File: src/rtl/dmem_pkg.sv
// Shared definitions for the MEM-stage data-memory responder:
// FSM state encodings, storage depth, request address width and reset data value.
package dmem_pkg;

   localparam logic [1:0] S_IDLE = 2'd0;
   localparam logic [1:0] S_WAIT = 2'd1;
   localparam logic [1:0] S_RESP = 2'd2;

   localparam int unsigned DMEM_DEPTH = 16;
   localparam int unsigned REQ_ADDR_W = 16;

   localparam logic [15:0] DMEM_RESET_DATA = 16'h0000;

endpackage

File: src/rtl/data_mem_responder_if.sv
// Request/response bundle between the MEM stage (master) and the data-memory
// responder (slave).
interface data_mem_responder_if #(
   parameter int unsigned DATA_W = 16
);
   import dmem_pkg::*;

   logic                  req_valid;
   logic                  req_write;
   logic [REQ_ADDR_W-1:0] req_addr;
   logic [DATA_W-1:0]     req_wdata;
   logic                  req_ready;
   logic                  busy;
   logic                  rsp_valid;
   logic [DATA_W-1:0]     rsp_rdata;
   logic                  rsp_err;

   modport master (
      output req_valid, req_write, req_addr, req_wdata,
      input  req_ready, busy, rsp_valid, rsp_rdata, rsp_err
   );

   modport slave (
      input  req_valid, req_write, req_addr, req_wdata,
      output req_ready, busy, rsp_valid, rsp_rdata, rsp_err
   );

endinterface

File: src/rtl/dmem_array.sv
// Data store for the responder: 2**ADDR_W x DATA_W words, cleared asynchronously,
// one synchronous access port. On an enabled write the written word is also
// loaded into the read register, so the port behaves write-first.
module dmem_array
   import dmem_pkg::*;
#(
   parameter int unsigned DATA_W = 16,
   parameter int unsigned ADDR_W = 4
) (
   input  logic              clk,
   input  logic              clear,
   input  logic              en,
   input  logic              we,
   input  logic [ADDR_W-1:0] addr,
   input  logic [DATA_W-1:0] wdata,
   output logic [DATA_W-1:0] rdata
);

   localparam int unsigned DEPTH = 1 << ADDR_W;

   logic [DATA_W-1:0] mem_q [DEPTH];
   logic [DATA_W-1:0] mem_d [DEPTH];
   logic [DATA_W-1:0] rdata_q;
   logic [DATA_W-1:0] rdata_d;

   // Next-state of storage and read register for a single access.
   always_comb begin
      mem_d   = mem_q;
      rdata_d = rdata_q;
      if (en) begin
         if (we) begin
            mem_d[addr] = wdata;
            rdata_d     = wdata;
         end else begin
            rdata_d = mem_q[addr];
         end
      end
   end

   // Storage and read register, all cleared by the async reset.
   always_ff @(posedge clk or negedge clear) begin
      if (!clear) begin
         for (int unsigned i = 0; i < DEPTH; i++) begin
            mem_q[i] <= DATA_W'(DMEM_RESET_DATA);
         end
         rdata_q <= '0;
      end else begin
         mem_q   <= mem_d;
         rdata_q <= rdata_d;
      end
   end

   assign rdata = rdata_q;

endmodule

File: src/rtl/data_mem_responder.sv
// Responder end of the MEM-stage data-memory interface: accepts one request per
// handshake, waits WAIT_CYCLES cycles, then returns a single-cycle response.
// Optional build macro ADDR_CHECK_EN: non-zero upper address bits raise rsp_err
// and suppress the write; without it upper bits alias and rsp_err is tied 0.
module data_mem_responder
   import dmem_pkg::*;
#(
   parameter int unsigned DATA_W      = 16,
   parameter int unsigned ADDR_W      = 4,
   parameter int unsigned WAIT_CYCLES = 1
) (
   input  logic                 clk,
   input  logic                 clear,
   data_mem_responder_if.slave  bus
);

   localparam logic [3:0] WAIT_LOAD = 4'(WAIT_CYCLES - 1);

   logic [1:0]        state_q, state_d;
   logic [3:0]        cnt_q, cnt_d;
   logic              lat_write_q, lat_write_d;
   logic [ADDR_W-1:0] lat_addr_q, lat_addr_d;
   logic [DATA_W-1:0] lat_wdata_q, lat_wdata_d;
   logic              lat_err_q, lat_err_d;

   logic              ready;
   logic              accept;
   logic              in_resp;
   logic              req_err;
   logic              mem_en;
   logic              mem_we;
   logic [DATA_W-1:0] mem_rdata;

`ifdef ADDR_CHECK_EN
   assign req_err = |bus.req_addr[REQ_ADDR_W-1:ADDR_W];
`else
   logic unused_addr_hi;
   assign unused_addr_hi = ^bus.req_addr[REQ_ADDR_W-1:ADDR_W];
   assign req_err        = 1'b0;
`endif

   assign ready   = (state_q == S_IDLE) | (state_q == S_RESP);
   assign accept  = bus.req_valid & ready;
   assign in_resp = (state_q == S_RESP);

   // FSM, wait down-counter and request latch.
   always_comb begin
      state_d     = state_q;
      cnt_d       = cnt_q;
      lat_write_d = lat_write_q;
      lat_addr_d  = lat_addr_q;
      lat_wdata_d = lat_wdata_q;
      lat_err_d   = lat_err_q;
      case (state_q)
         S_IDLE, S_RESP: begin
            if (accept) begin
               lat_write_d = bus.req_write;
               lat_addr_d  = bus.req_addr[ADDR_W-1:0];
               lat_wdata_d = bus.req_wdata;
               lat_err_d   = req_err;
               if (WAIT_CYCLES == 0) begin
                  state_d = S_RESP;
               end else begin
                  state_d = S_WAIT;
                  cnt_d   = WAIT_LOAD;
               end
            end else begin
               state_d = S_IDLE;
            end
         end
         S_WAIT: begin
            if (cnt_q == 4'd0) begin
               state_d = S_RESP;
            end else begin
               cnt_d = cnt_q - 4'd1;
            end
         end
         default: begin
            state_d = S_IDLE;
            cnt_d   = '0;
         end
      endcase
   end

   // The array is accessed on every edge that enters RESP. Using the *_d latch
   // values covers both the WAIT->RESP path and a zero-wait accept, where the
   // request is latched and serviced on the same edge.
   always_comb begin
      mem_en = (state_d == S_RESP);
      mem_we = mem_en & lat_write_d & ~lat_err_d;
   end

   // State, counter and request latch registers.
   always_ff @(posedge clk or negedge clear) begin
      if (!clear) begin
         state_q     <= S_IDLE;
         cnt_q       <= '0;
         lat_write_q <= 1'b0;
         lat_addr_q  <= '0;
         lat_wdata_q <= '0;
         lat_err_q   <= 1'b0;
      end else begin
         state_q     <= state_d;
         cnt_q       <= cnt_d;
         lat_write_q <= lat_write_d;
         lat_addr_q  <= lat_addr_d;
         lat_wdata_q <= lat_wdata_d;
         lat_err_q   <= lat_err_d;
      end
   end

   dmem_array #(
      .DATA_W (DATA_W),
      .ADDR_W (ADDR_W)
   ) u_array (
      .clk   (clk),
      .clear (clear),
      .en    (mem_en),
      .we    (mem_we),
      .addr  (lat_addr_d),
      .wdata (lat_wdata_d),
      .rdata (mem_rdata)
   );

   assign bus.req_ready = ready;
   assign bus.busy      = (state_q == S_WAIT) | ((state_q == S_IDLE) & bus.req_valid);
   assign bus.rsp_valid = in_resp;
   assign bus.rsp_rdata = (in_resp & ~lat_err_q) ? mem_rdata : '0;
   assign bus.rsp_err   = in_resp & lat_err_q;

endmodule

File: src/flat_wrapper.sv
// flat-port wrapper written by rule: the top's interface ports become plain ports
module data_mem_responder_flat import dmem_pkg::*;
#(
   parameter int unsigned DATA_W      = 16,
   parameter int unsigned ADDR_W      = 4,
   parameter int unsigned WAIT_CYCLES = 1
)
  (clk, clear, bus_req_valid, bus_req_write, bus_req_addr, bus_req_wdata, bus_req_ready, bus_busy, bus_rsp_valid, bus_rsp_rdata, bus_rsp_err);
  data_mem_responder_if #(.DATA_W(DATA_W)) bus_i ();
  input  logic clk;
  input  logic clear;
  input wire logic [$bits(bus_i.req_valid)-1:0] bus_req_valid;
  input wire logic [$bits(bus_i.req_write)-1:0] bus_req_write;
  input wire logic [$bits(bus_i.req_addr)-1:0] bus_req_addr;
  input wire logic [$bits(bus_i.req_wdata)-1:0] bus_req_wdata;
  output wire logic [$bits(bus_i.req_ready)-1:0] bus_req_ready;
  output wire logic [$bits(bus_i.busy)-1:0] bus_busy;
  output wire logic [$bits(bus_i.rsp_valid)-1:0] bus_rsp_valid;
  output wire logic [$bits(bus_i.rsp_rdata)-1:0] bus_rsp_rdata;
  output wire logic [$bits(bus_i.rsp_err)-1:0] bus_rsp_err;
  assign bus_i.req_valid = bus_req_valid;
  assign bus_i.req_write = bus_req_write;
  assign bus_i.req_addr = bus_req_addr;
  assign bus_i.req_wdata = bus_req_wdata;
  assign bus_req_ready = bus_i.req_ready;
  assign bus_busy = bus_i.busy;
  assign bus_rsp_valid = bus_i.rsp_valid;
  assign bus_rsp_rdata = bus_i.rsp_rdata;
  assign bus_rsp_err = bus_i.rsp_err;
  data_mem_responder #(.DATA_W(DATA_W), .ADDR_W(ADDR_W), .WAIT_CYCLES(WAIT_CYCLES)) u_core (.clk(clk), .clear(clear), .bus(bus_i));
endmodule
File: config.mk
export PLATFORM = sky130hd
export DESIGN_NAME = data_mem_responder_flat
export DESIGN_NICKNAME = d
export VERILOG_FILES = /design/src/rtl/dmem_pkg.sv /design/src/rtl/data_mem_responder_if.sv /design/src/rtl/dmem_array.sv /design/src/rtl/data_mem_responder.sv /design/src/flat_wrapper.sv
export SDC_FILE = /design/constraint.sdc
export NUM_CORES = 1
export LEC_CHECK = 0
export ABC_AREA = 1
export BUFFER_PORTS_ARGS = -buffer_cell sky130_fd_sc_hd__buf_2
export CAP_MARGIN = 20
export CORE_ASPECT_RATIO = 2
export CORE_UTILIZATION = 60
export CTS_CLUSTER_DIAMETER = 120
export CTS_CLUSTER_SIZE = 8
export DETAILED_ROUTE_END_ITERATION = 7
export MAX_ROUTING_LAYER = met4
export PLACE_DENSITY = 0.78
export SLEW_MARGIN = 15
export SYNTH_ARGS = -nofsm -noshare
export SYNTH_HDL_FRONTEND = slang
export SYNTH_SLANG_ARGS = --single-unit
File: constraint.sdc
create_clock -name clk -period 2.9 [get_ports clk]
set_clock_uncertainty 0.1 [all_clocks]
set_input_delay 0.58 -clock clk [delete_from_list [all_inputs] [get_ports clk]]
set_output_delay 0.58 -clock clk [all_outputs]
set_load 0.03 [all_outputs]
Yosys cells after proc, flatten, opt, wreduce, memory -nomap -nowiden. Index checks and enable logic that the tools add are counted.

Bits in registers: 300. Input bits: 36. Output and inout bits: 20. Word-level logic and storage cells: 70.

Add/subtract/negate cells: 1. Order comparisons: 2. Equality and inequality tests: 5. Muxes and demuxes: 22. Bitwise operators: 11. Reduce and logical (&&, ||, !) cells: 6.

Operators with widths (count): 256-bit bitwise mux (1); 16-bit two-way mux (7); 16-bit binary-select mux with 4-bit select (1); 16-bit demux with 4-bit select (1); 4-bit two-way mux (4); 4-bit case mux with 2 select lines (1); 1-bit AND (6); 5-bit greater-or-equal comparator (second input constant) (1); 5-bit by 1-bit < comparator with 1-bit output (second input constant) (1); 1-bit two-way mux (5); 4-bit NOT with 5-bit output (1); 2-bit == test (second input constant) (2); 4-bit logical NOT (1); 2-bit case mux with 2 select lines (1); 2-bit AND reduction (2); 4-bit by 1-bit subtractor with 4-bit output (second input constant) (1); 2-bit by 1-bit == test with 1-bit output (second input constant) (1); 2-bit logical NOT (1); 2-bit two-way mux (1); 2-bit by 1-bit inequality test with 1-bit output (second input constant) (1); 2-bit inequality test (second input constant) (1); 1-bit NOT (2); 1-bit OR (2); 2-bit OR reduction (1); 1-bit logical AND (1).

Depth between registers and ports, before layout. Gate-level depths: netlist (run 1).

Depth in word-level cells: 11. Depth in mapped cells: 14. Mapped depth without buffers: 12.

Cells and area by module. From an unflattened synthesis (run 1), not the netlist that was laid out.

Cell total of the unflattened synthesis: 1813. Area, all modules: 13858.3 um^2.

Modules (own cells, without submodules): dmem_array (times used 1, cells each 1642, area each 12540.8 um^2, sequential area each 6806.5 um^2); data_mem_responder (times used 1, cells each 171, area each 1317.5 um^2, sequential area each 700.7 um^2).

Least setup slack after synthesis (run 1). No wires, ideal clock.

Kind: reg2out. From: register u_core.state_q[0]. To: output port bus_rsp_rdata[10]. Arrival time: 1.778 ns. Required time: 2.220 ns. Slack: 0.442 ns. Stages on the path, launching flop included: 5. Path buffers: 1. Cell sequence: dfrtp_1 > nor2_1 > nand2_1 > clkbuf_1 > nor2_1.

Longest elaborated chain between the ends: 3.

Ends and longest elaborated chain: from (decl) (RTL line data_mem_responder.sv:19) `logic [1:0] state_q, state_d;`; from (signal assigned) (RTL line data_mem_responder.sv:103) `state_q <= state_d;`; 2-bit == test (RTL line data_mem_responder.sv:44) `assign in_resp = (state_q == S_RESP);`; named net bus_rsp_valid (RTL line flat_wrapper.sv:18) `output wire logic [$bits(bus_i.rsp_valid)-1:0] bus_rsp_valid;`; 1-bit AND (RTL line data_mem_responder.sv:128) `assign bus.rsp_rdata = (in_resp & ~lat_err_q) ? mem_rdata : '0;`; 16-bit two-way mux (RTL line data_mem_responder.sv:128); to (decl) (RTL line flat_wrapper.sv:19) `output wire logic [$bits(bus_i.rsp_rdata)-1:0] bus_rsp_rdata;`.

The timed path passes the listed nets, and every way through them passes these cells.

Final worst setup path (run 1).
From: register u_core.state_q[0]. To: register u_core.u_array.mem_q[244] in the netlist's numbering.

Longest elaborated chain between the ends: 11. Elaborated cells between the ends (all ways): 29. Classes of those cells: order compare (2); eq/ne (3); mux (14); bitwise (6); reduce/logical (4).

Ends and longest elaborated chain: 2-bit == test or 2-bit logical NOT (tied branches) (RTL line data_mem_responder.sv:42, data_mem_responder.sv:54); 1-bit OR (RTL line data_mem_responder.sv:42) `assign ready = (state_q == S_IDLE) | (state_q == S_RESP);`; 1-bit AND (RTL line data_mem_responder.sv:43) `assign accept = bus.req_valid & ready;`; 4-bit two-way mux (RTL line data_mem_responder.sv:56) `if (accept) begin`; 4-bit two-way mux (*) (RTL line data_mem_responder.sv:54) `case (state_q)`; named net u_core.lat_addr_d[2] (RTL line data_mem_responder.sv:22) `logic [ADDR_W-1:0] lat_addr_q, lat_addr_d;`; 4-bit NOT with 5-bit output (implied by the code) (*) (RTL line dmem_array.sv:32) `mem_d[addr] = wdata;`; 5-bit greater-or-equal comparator (implied by the code) or 5-bit by 1-bit < comparator with 1-bit output (tied branches) (RTL line dmem_array.sv:32); 1-bit logical AND (implied by the code) (RTL line dmem_array.sv:32); 16-bit two-way mux (implied by the code) (RTL line dmem_array.sv:32); 16-bit demux with 4-bit select (*) (RTL line dmem_array.sv:32); 256-bit bitwise mux (*) (RTL line dmem_array.sv:32); to (signal, indexed assignment) (RTL line dmem_array.sv:44) `mem_q[i] <= DATA_W'(DMEM_RESET_DATA);`; to (signal assigned) (RTL line dmem_array.sv:48) `mem_q <= mem_d;`; to (decl) (RTL line dmem_array.sv:21) `logic [DATA_W-1:0] mem_q [DEPTH];`.

The timed path passes the listed nets; every way through them passes the cells marked *. A chain may end at the register's enable or synchronous reset.

==> impl_metrics.ini, run 1 <==
[power]
pwr-share-seq_pct = 37.4
leakage_nw = 8.440
vdd_drop_max_mv = 0.7620
net-switching-power_w = 0.006307
share_comb_of_total_power_pct = 35.1
power.internal_w = 0.009850
clock_power_share_pct = 27.5
power_density_normalized_to_cell_area_nw_per_um2 = 1005
swShare_pct = 39.04
overall_power_of_the_completed_layout_w = 0.01616

[place]
detailedPlace.worstSlack_ns = 0.2349
hpwl_mm = 23.94
gpl.final_weighted_congestion = 0.8563
io_buffers = 43

[sta]
grt_setup_unrepaired = no
timing_max_transition_violations_final = 0
clock.fmax_mhz = 393.8
finalHoldWorstSlack_ns = 0.2101
slew_headroom_pct = 46.66
report.final.setup_viol = 0
final_hold_viol_count = 0
setup_tns_ns = 0
tightestPinTransition_ns = 0.8000
postLayoutSetupSlackWorst_ns = 0.3603
timing.final.crit_period_ns = 2.540
final.period_utilization_pct = 87.57

[cells_and_area]
syn_to_final_growth_pct = 13.36
final_net_count = 1924
filler_cell_count = 1871
final_util_pct = 69.24
n_antenna_cell = 0
drive_gt1_share_pct = 9.698

[setup_path]
timing.critical_path.from_type = flop
timing.reg2reg.setup_slack_ns = 0.36
startpoint = u_core.state_q[0]
required_ns = 3.18
reg2regPathDepth = 9
worst-endpoint-arrival_ns = 2.82
reg2reg_from = u_core.state_q[0]
crit_type = reg -> reg
setup_crit_end_kind = flop
path_max_fanout = 16
r2r_end = u_core.u_array.mem_q[244]

[synth]
yosysSeqAreaShare_pct = 52.91
yosysUniqueCellTypes = 31
syn_area_um2 = 14190
synth_top_flop_cell = dfrtp_1
synth_largest_type_area_fraction_pct = 52.91
async_reset_ff_share_pct = 100.0
synthesis.area_per_instance_um2 = 7.599
post-synth-top-area-cell = dfrtp_1
yosys.area_share.simple_pct = 30.79
syn_warnings = 0
synth-seq-cells = 300
postSynthCellCount = 1867
synth_compound_area_share_pct = 10.92
synthMostInstantiatedCell = nand2_1
synth_xor_area_share_pct = 0
synth.area.mux_share_pct = 0
synth_top_cells_by_area = dfrtp_1 53%, nand2_1 23%, o21ai_0 6.8%
combinational_family_with_the_most_area_after_synthesis = simple AND/OR/NAND/NOR gates
synth_adder_area_share_pct = 0.1764
netlist_top_cells_count = 867 x nand2_1, 300 x dfrtp_1, 194 x o21ai_0
syn_nets = 1905
post_synth_edffs = 0

[floorplanning]
core-area_um2 = 23230
ports = 56
floorplan.die.height_um = 219.5
design.die.area_um2 = 24300
die_w_um = 110.7
floorplan.initialDensity_pct = 61.08
core.rowCount = 79

[drt]
wirelength_mm = 38.70
postRouteAntennaNets = 0
drt_drc_violations_left = 0
avgViaCountPerCell = 5.850
drt_pass1_iterations = 6
dr.first_iter.drc_count = 1142
routedWlPerCell_um = 17.83
route.vias.total = 12700

[clock_network]
cts_htree_levels = 2
worstSkewPairLatency_ns = 0.53
clkSlewWorstSetupHoldPaths_ns = 0.05
total_clock_buffers_created_by_cts = 43
clock-sinks = 300
clk_path_buf_depth = 3
cts-resized-gates = 0
ctsRootBufferMaster = clkbuf_16
tritoncts = built
post_cts_setup_buffer_count = 0

[grt]
first_pass_grt_wire_length_mm = 63.93
grt-ovfl-total = 0
pin_count_of_the_biggest_net_entering_global_routing = 92
grt_usage_pct = 34.19
grt_pass1_vias = 12690
antenna_found_initial = 0

[worst_hold_path]
holdPathEnd = u_core.lat_wdata_q[4]
holdPathStages = 3
holdCritPathClass = in -> reg
worst_hold_startpoint = bus_req_wdata[4]

[run]
maxCapViolations = 0

[run_status]
outcome = finished, final reports clean
placed cells by master (no fill, tap or decap), drive strengths merged, types with 16 or more instances in the layout:
master / Yosys / final
nand3: 132 / 132
o21ai: 246 / 246
dfrtp: 300 / 300
buf: 42 / 108
clkbuf: 93 / 45
nand2: 870 / 870
inv: 50 / 50
a21oi: 33 / 33
o21bai: 16 / 16
nor2: 61 / 61
layer usage:
layer | part of all wire (%) | GRT usage [%] | wire length (um)
met1 | 37 | 38.79 | 14190
met2 | 51 | 58.88 | 19650
met3 | 7.8 | 5.116 | 3033
met4 | 4.7 | 17.20 | 1826
met5 | 0 | - | 0
power by group through the flow:
stage / Combinational [W] / Sequential (W) / Clock (W)
3_3_place_gp: 0.00543 / 0.00599 / 0
5_1_grt: 0.00628 / 0.00615 / 0.00468
2_1_floorplan: 0.00377 / 0.00590 / 0
4_1_cts: 0.00562 / 0.00601 / 0.00450
3_5_place_dp: 0.00556 / 0.00606 / 0
6_report: 0.00567 / 0.00604 / 0.00445
registers in the layout, summed over array words and instances, names as in the netlist:
signal and cells:
u_core.state_q 2, u_core.u_array.rdata 16, u_core.lat_err_q 1, u_core.u_array.mem_q 256, u_core.lat_wdata_q 16, u_core.cnt_q 4
u_core.lat_write_q 1, u_core.lat_addr_q 4
cell families after synthesis:
kind of cell,after synthesis
AOI/OAI and AO/OA,297
buffers and inverters,185
DFF,300
adders and majority gates,2
and+or+nand+nor,1083
worst max-delay path by stage:
stage | end | slack (ns) | cells past startpoint
final | u_core.u_array.mem_q[244] | 0.36 | 9
after global routing | bus_rsp_rdata[6] | 0.21 | 5
after CTS | bus_rsp_rdata[8] | 0.35 | 5
after detailed placement | u_core.u_array.mem_q[244] | 0.23 | 9
after global placement | u_core.u_array.mem_q[241] | 0.29 | 9
after floorplan | bus_rsp_rdata[10] | 0.44 | 4
final cells by class:
| cell class | count | area, um^2 | area share, % |
|---|---|---|---|
| Inverter | 50 | 187.7 | 1.167 |
| Timing Repair Buffer | 109 | 910.9 | 5.664 |
| Clock buffer | 45 | 1126 | 7.002 |
| Clock inverter | 1 | 30.03 | 0.1867 |
| Sequential cell | 300 | 7507 | 46.68 |
| Multi-Input combinational cell | 1382 | 5967 | 37.10 |
| Tap cell | 283 | 354.1 | 2.202 |
critical path, stage by stage, from the launching register on:
cell,delay [ns]
dfrtp_1,0.42
inv_2,0.15
nand2_4,0.17
o21ai_2,0.34
inv_2,0.16
nor2_2,0.43
nand4_1,0.22
buf_4,0.25
nand2_1,0.08
o21ai_0,0.08
what timing repair did:
action,in CTS,in global routing
endpoints found under the hold margin,48,0
hold buffers,1,0
endpoints found under the setup margin,0,0
through the flow:
step / cell area, um^2 / instances
after floorplan: 14190 / 1867
after CTS: 16080 / 2170
final: 16080 / 2170
after global routing: 16080 / 2170
after global placement: 14920 / 2123
after detailed placement: 14920 / 2123
(Power assumes the default switching activity.)
==> run 2, diff against run 1 <==
Settings changed: CORE_MARGIN from default to 4, GPL_TIMING_DRIVEN from default to 1, RECOVER_POWER from default to 100.
==> run 2 against run 1 <==
Via count decreased by 1.8%; combinational power decreased by 3%; sequential power about the same; critical path type unchanged.
==> impl_metrics.ini, run 2 (same netlist as run 1, synthesis figures left out) <==
[run_status]
outcome = finished, final reports clean

[place]
detailedPlace.worstSlack_ns = 0.1717
place.detailed.instances = 2117
hpwl_mm = 23.27
gpl.final_weighted_congestion = 0.8541
io_buffers = 43

[drt]
postRouteAntennaNets = 0
routedWlPerCell_um = 17.38
route.vias.total = 12470
avgViaCountPerCell = 5.758
dr.first_iter.drc_count = 1278
drt_drc_violations_left = 0
wirelength_mm = 37.63
drt_pass1_iterations = 5

[cells_and_area]
finish.cell_count_without_fillers = 2165
final_net_count = 1918
largest_register = u_core.u_array.mem_q
layout.cells.most_common_list = 865 x nand2_1, 300 x dfrtp_1, 231 x o21ai_0
n_antenna_cell = 0
drive_gt1_share_pct = 8.077
syn_to_final_growth_pct = 11.95
largest_register_ff_count = 256
mostFrequentLayoutCell = nand2_1

[clock_network]
clock-sinks = 300
worstSkewPairLatency_ns = 0.53
post_cts_setup_buffer_count = 0
ctsRootBufferMaster = clkbuf_16
clkSlewWorstSetupHoldPaths_ns = 0.05
tritoncts = built
clk_path_buf_depth = 3
cts_htree_levels = 2
total_clock_buffers_created_by_cts = 43

[floorplanning]
core-area_um2 = 23330
floorplan.initialDensity_pct = 60.82
floorplan.die.height_um = 225.5
die_w_um = 116.7
ports = 56
core.rowCount = 79
design.die.area_um2 = 26320

[setup_path]
crit_type = reg -> reg
worst-endpoint-arrival_ns = 2.96
timing.critical_path.from_type = flop
path_max_fanout = 17
setup_crit_end_kind = flop
required_ns = 3.19

[sta]
final_hold_viol_count = 0
timing.final.crit_period_ns = 2.667
clock.fmax_mhz = 375.0
setup_tns_ns = 0
grt_setup_unrepaired = no
timing_max_transition_violations_final = 0
postLayoutSetupSlackWorst_ns = 0.2332
report.final.setup_viol = 0
slew_headroom_pct = 19.19
final.period_utilization_pct = 91.96
tightestPinTransition_ns = 1.212

[run]
maxCapViolations = 0

[grt]
grt_pass1_vias = 12070
first_pass_grt_wire_length_mm = 60.89
grt-ovfl-total = 0
antenna_found_initial = 0
grt_usage_pct = 30.04
pin_count_of_the_biggest_net_entering_global_routing = 99

[power]
power_density_normalized_to_cell_area_nw_per_um2 = 1002
leakage_nw = 8.277
vdd_drop_max_mv = 0.4941

[worst_hold_path]
holdCritPathClass = in -> reg
[run 2: stage by stage]
stage,power [W],cell area (um^2),hold WS (ns),utilization (%)
floorplan,0.009672,14190,0.1844,-
global placement,0.01140,14850,0.3644,63.67
detailed placement,0.01156,14850,0.3650,63.67
CTS,0.01601,15990,0.2059,68.56
global route,0.01687,15880,0.2137,68.09
finish,0.01591,15880,0.1971,68.09
[run 2: worst paths after layout]
path / slack, ns / depth (start not counted) / to / start
setup / recovery: 0.23 / 10 / u_core.u_array.rdata[12] / u_core.state_q[0]
hold / removal: 0.20 / 3 / u_core.lat_write_q / bus_req_write
setup reg to reg: 0.23 / 10 / u_core.u_array.rdata[12] / u_core.state_q[0]
hold reg to reg: 0.38 / 2 / u_core.u_array.rdata[1] / u_core.u_array.rdata[1]
max in group asynchronous: 0.43 / 3 / u_core.u_array.mem_q[47] / clear
min in group asynchronous: 0.75 / 2 / u_core.u_array.mem_q[170] / clear
[run 2: metal layers]
layer  vias to the layer above  share of wire (%)  global-route usage, %
met2                       522                 51                  50.16
met3                       104                6.7                  3.789
met4                         0                3.4                  10.93
li1                       5932                  -                      -
met5                         -                  0                      -
met1                      5909                 39                  37.29
[run 2: power breakdown]
group          internal (W)  switching, W  leakage (nW)
Combinational       0.00158       0.00393          3.62
Sequential          0.00541      0.000619          4.10
Clock               0.00269       0.00169         0.558
[run 2: final cells by class]
cell class              instances  area (um^2)
multi-input cells            1382         5946
fillers                      1912         7445
well taps                     283        354.1
flip-flops and latches        300         7507
clock inverters                 4        56.30
inverters                      50        187.7
repair buffers                103        755.7
clock buffers                  43         1076
[run 2: repair_timing]
item | in CTS | in global routing
hold endpoints to repair | 39 | 0
resized for setup | 0 | 0
hold buffers | 1 | 0
[run 2: worst max-delay path: stages (launching register included)]
cell and delay, ns:
dfrtp_1 0.43, inv_2 0.11, nand2_4 0.12, inv_2 0.10, o21ai_2 0.68, nor2_4 0.16
inv_2 0.15, buf_4 0.26, nand2_1 0.10, o21bai_1 0.24, nand2_1 0.07
==> run 3, diff against run 2 <==
Settings changed: MAX_ROUTING_LAYER met4 to default.
Clock period 2.9 ns to 3.2 ns, I/O delays scaled along.
==> run 3 against run 2 <==
The flow now finishes with violations (capacitance limit, slew limit); maximum frequency is 7.2% lower; combinational power is 9.8% lower; critical path depth is 2 lower; clock power is 7.8% lower; critical endpoint is now u_core.u_array.rdata[3]; highest routed layer unchanged.
==> impl_metrics.ini, run 3 (same netlist as run 1, synthesis figures left out) <==
[run_status]
outcome = finished, violations left
violations = capacitance limit, slew limit

[sta]
finalHoldWorstSlack_ns = 0.2780
timing.final.crit_period_ns = 2.872
final_hold_viol_count = 0
tightestPinTransition_ns = 2.123
grt_setup_unrepaired = no
setup_tns_ns = 0
final.period_utilization_pct = 89.76
clock.fmax_mhz = 348.1
slew_headroom_pct = -41.55
report.final.setup_viol = 0
timing_max_transition_violations_final = 77

[clock_network]
clock-sinks = 300
post_cts_setup_buffer_count = 0
tritoncts = built
cts.hold.buffers_added = 0
worstSkewPairLatency_ns = 0.54
cts-resized-gates = 0
total_clock_buffers_created_by_cts = 43
clkSlewWorstSetupHoldPaths_ns = 0.05
cts_htree_levels = 2
ctsRootBufferMaster = clkbuf_16
clk_path_buf_depth = 3

[drt]
highest_layer = met4
avgViaCountPerCell = 5.843
routedWlPerCell_um = 17.49
route.vias.total = 12650
wirelength_mm = 37.85
drt_drc_violations_left = 0
postRouteAntennaNets = 0
met2RoutedLength_mm = 19.30
dr_wl_met3_mm = 2.863
drt_pass1_iterations = 6
m1WireLength_mm = 14.46
dr.first_iter.drc_count = 1280

[power]
net-switching-power_w = 0.005691
vdd_drop_max_mv = 0.6176
overall_power_of_the_completed_layout_w = 0.01447
pwr-share-seq_pct = 37.8
clock_power_share_pct = 27.9
share_comb_of_total_power_pct = 34.3
leakage_nw = 8.254
power.internal_w = 0.008776
power_density_normalized_to_cell_area_nw_per_um2 = 912.3
swShare_pct = 39.34

[place]
detailed_place.area_um2 = 14830
gpl.final_weighted_congestion = 0.8667
hpwl_mm = 23.65
io_buffers = 43

[cells_and_area]
filler_cell_count = 1891
final_net_count = 1917
mostFrequentLayoutCell = nand2_1
syn_to_final_growth_pct = 11.78
n_antenna_cell = 0
drive_gt1_share_pct = 7.762
post-route-cell-area_um2 = 15860
largest_register_ff_count = 256
layout.cells.most_common_list = 865 x nand2_1, 300 x dfrtp_1, 229 x o21ai_0
largest_register = u_core.u_array.mem_q

[grt]
grt_usage_pct = 29.79
antenna_found_initial = 0
pin_count_of_the_biggest_net_entering_global_routing = 80
grt-ovfl-total = 0
grt_pass1_vias = 12520
first_pass_grt_wire_length_mm = 62.40

[worst_hold_path]
holdCritPathClass = in -> reg
worst_hold_startpoint = bus_req_wdata[5]

[floorplanning]
ports = 56
floorplan.die.height_um = 225.5
design.die.area_um2 = 26320
floorplan.initialDensity_pct = 60.82
die_w_um = 116.7
core-area_um2 = 23330
core.rowCount = 79

[setup_path]
required_ns = 3.49
worst-endpoint-arrival_ns = 3.16
path_max_fanout = 19
timing.critical_path.from_type = flop
setup_crit_end_kind = flop
startpoint = u_core.state_q[0]
reg2reg_from = u_core.state_q[0]
crit_type = reg -> reg

[run]
maxCapViolations = 1
==> run 3: cell type report <==
class | count | area (um^2) | share of cell area [%]
multi-input cells | 1382 | 5967 | 37.63
inverters | 50 | 187.7 | 1.183
well taps | 283 | 354.1 | 2.233
flip-flops and latches | 300 | 7507 | 47.34
repair buffers | 102 | 686.9 | 4.331
clock inverters | 3 | 55.05 | 0.3471
clock buffers | 44 | 1101 | 6.943
==> run 3: per-layer routing <==
metal | track usage [%] | up-vias
li1 | - | 5940
met1 | 37.67 | 6013
met2 | 51.22 | 580
met3 | 3.843 | 112
met4 | 11.96 | 0
met5 | 0 | -
==> run 3: through the flow <==
step	worst slack, ns	util [%]	cells
after floorplan	0.6818	-	1867
after global placement	0.3235	63.56	2117
after detailed placement	0.2130	63.56	2117
after CTS	0.4638	68.52	2164
after global routing	0.1149	67.98	2164
final	0.3277	67.98	2164
==> run 3: power groups by stage <==
stage               clock [W]  sequential, W  combinational (W)
global placement            0        0.00544            0.00481
CTS                   0.00408        0.00545            0.00497
floorplan                   0        0.00535            0.00341
finish                0.00404        0.00547            0.00497
detailed placement          0        0.00549            0.00492
global route          0.00423        0.00558            0.00551
==> run 3: worst max-delay path, stage by stage, from the launching register on <==
cell and delay (ns):
dfrtp_1 0.42, inv_1 0.21, nor2_1 0.13, nand4_2 0.08, clkbuf_1 0.75, inv_1 0.59
o21ai_0 0.23, o21bai_1 0.17, nand2_1 0.07
==> run 3: final timing paths <==
| check | endpoint | slack [ns] | depth (start not counted) |
|---|---|---|---|
| max in group asynchronous | u_core.u_array.mem_q[100] | 0.64 | 2 |
| hold / removal | u_core.lat_wdata_q[5] | 0.28 | 3 |
| hold reg to reg | u_core.u_array.rdata[9] | 0.37 | 2 |
| setup reg to reg | u_core.u_array.rdata[3] | 0.33 | 8 |
| min in group asynchronous | u_core.u_array.mem_q[186] | 0.56 | 1 |
| setup / recovery | u_core.u_array.rdata[3] | 0.33 | 8 |
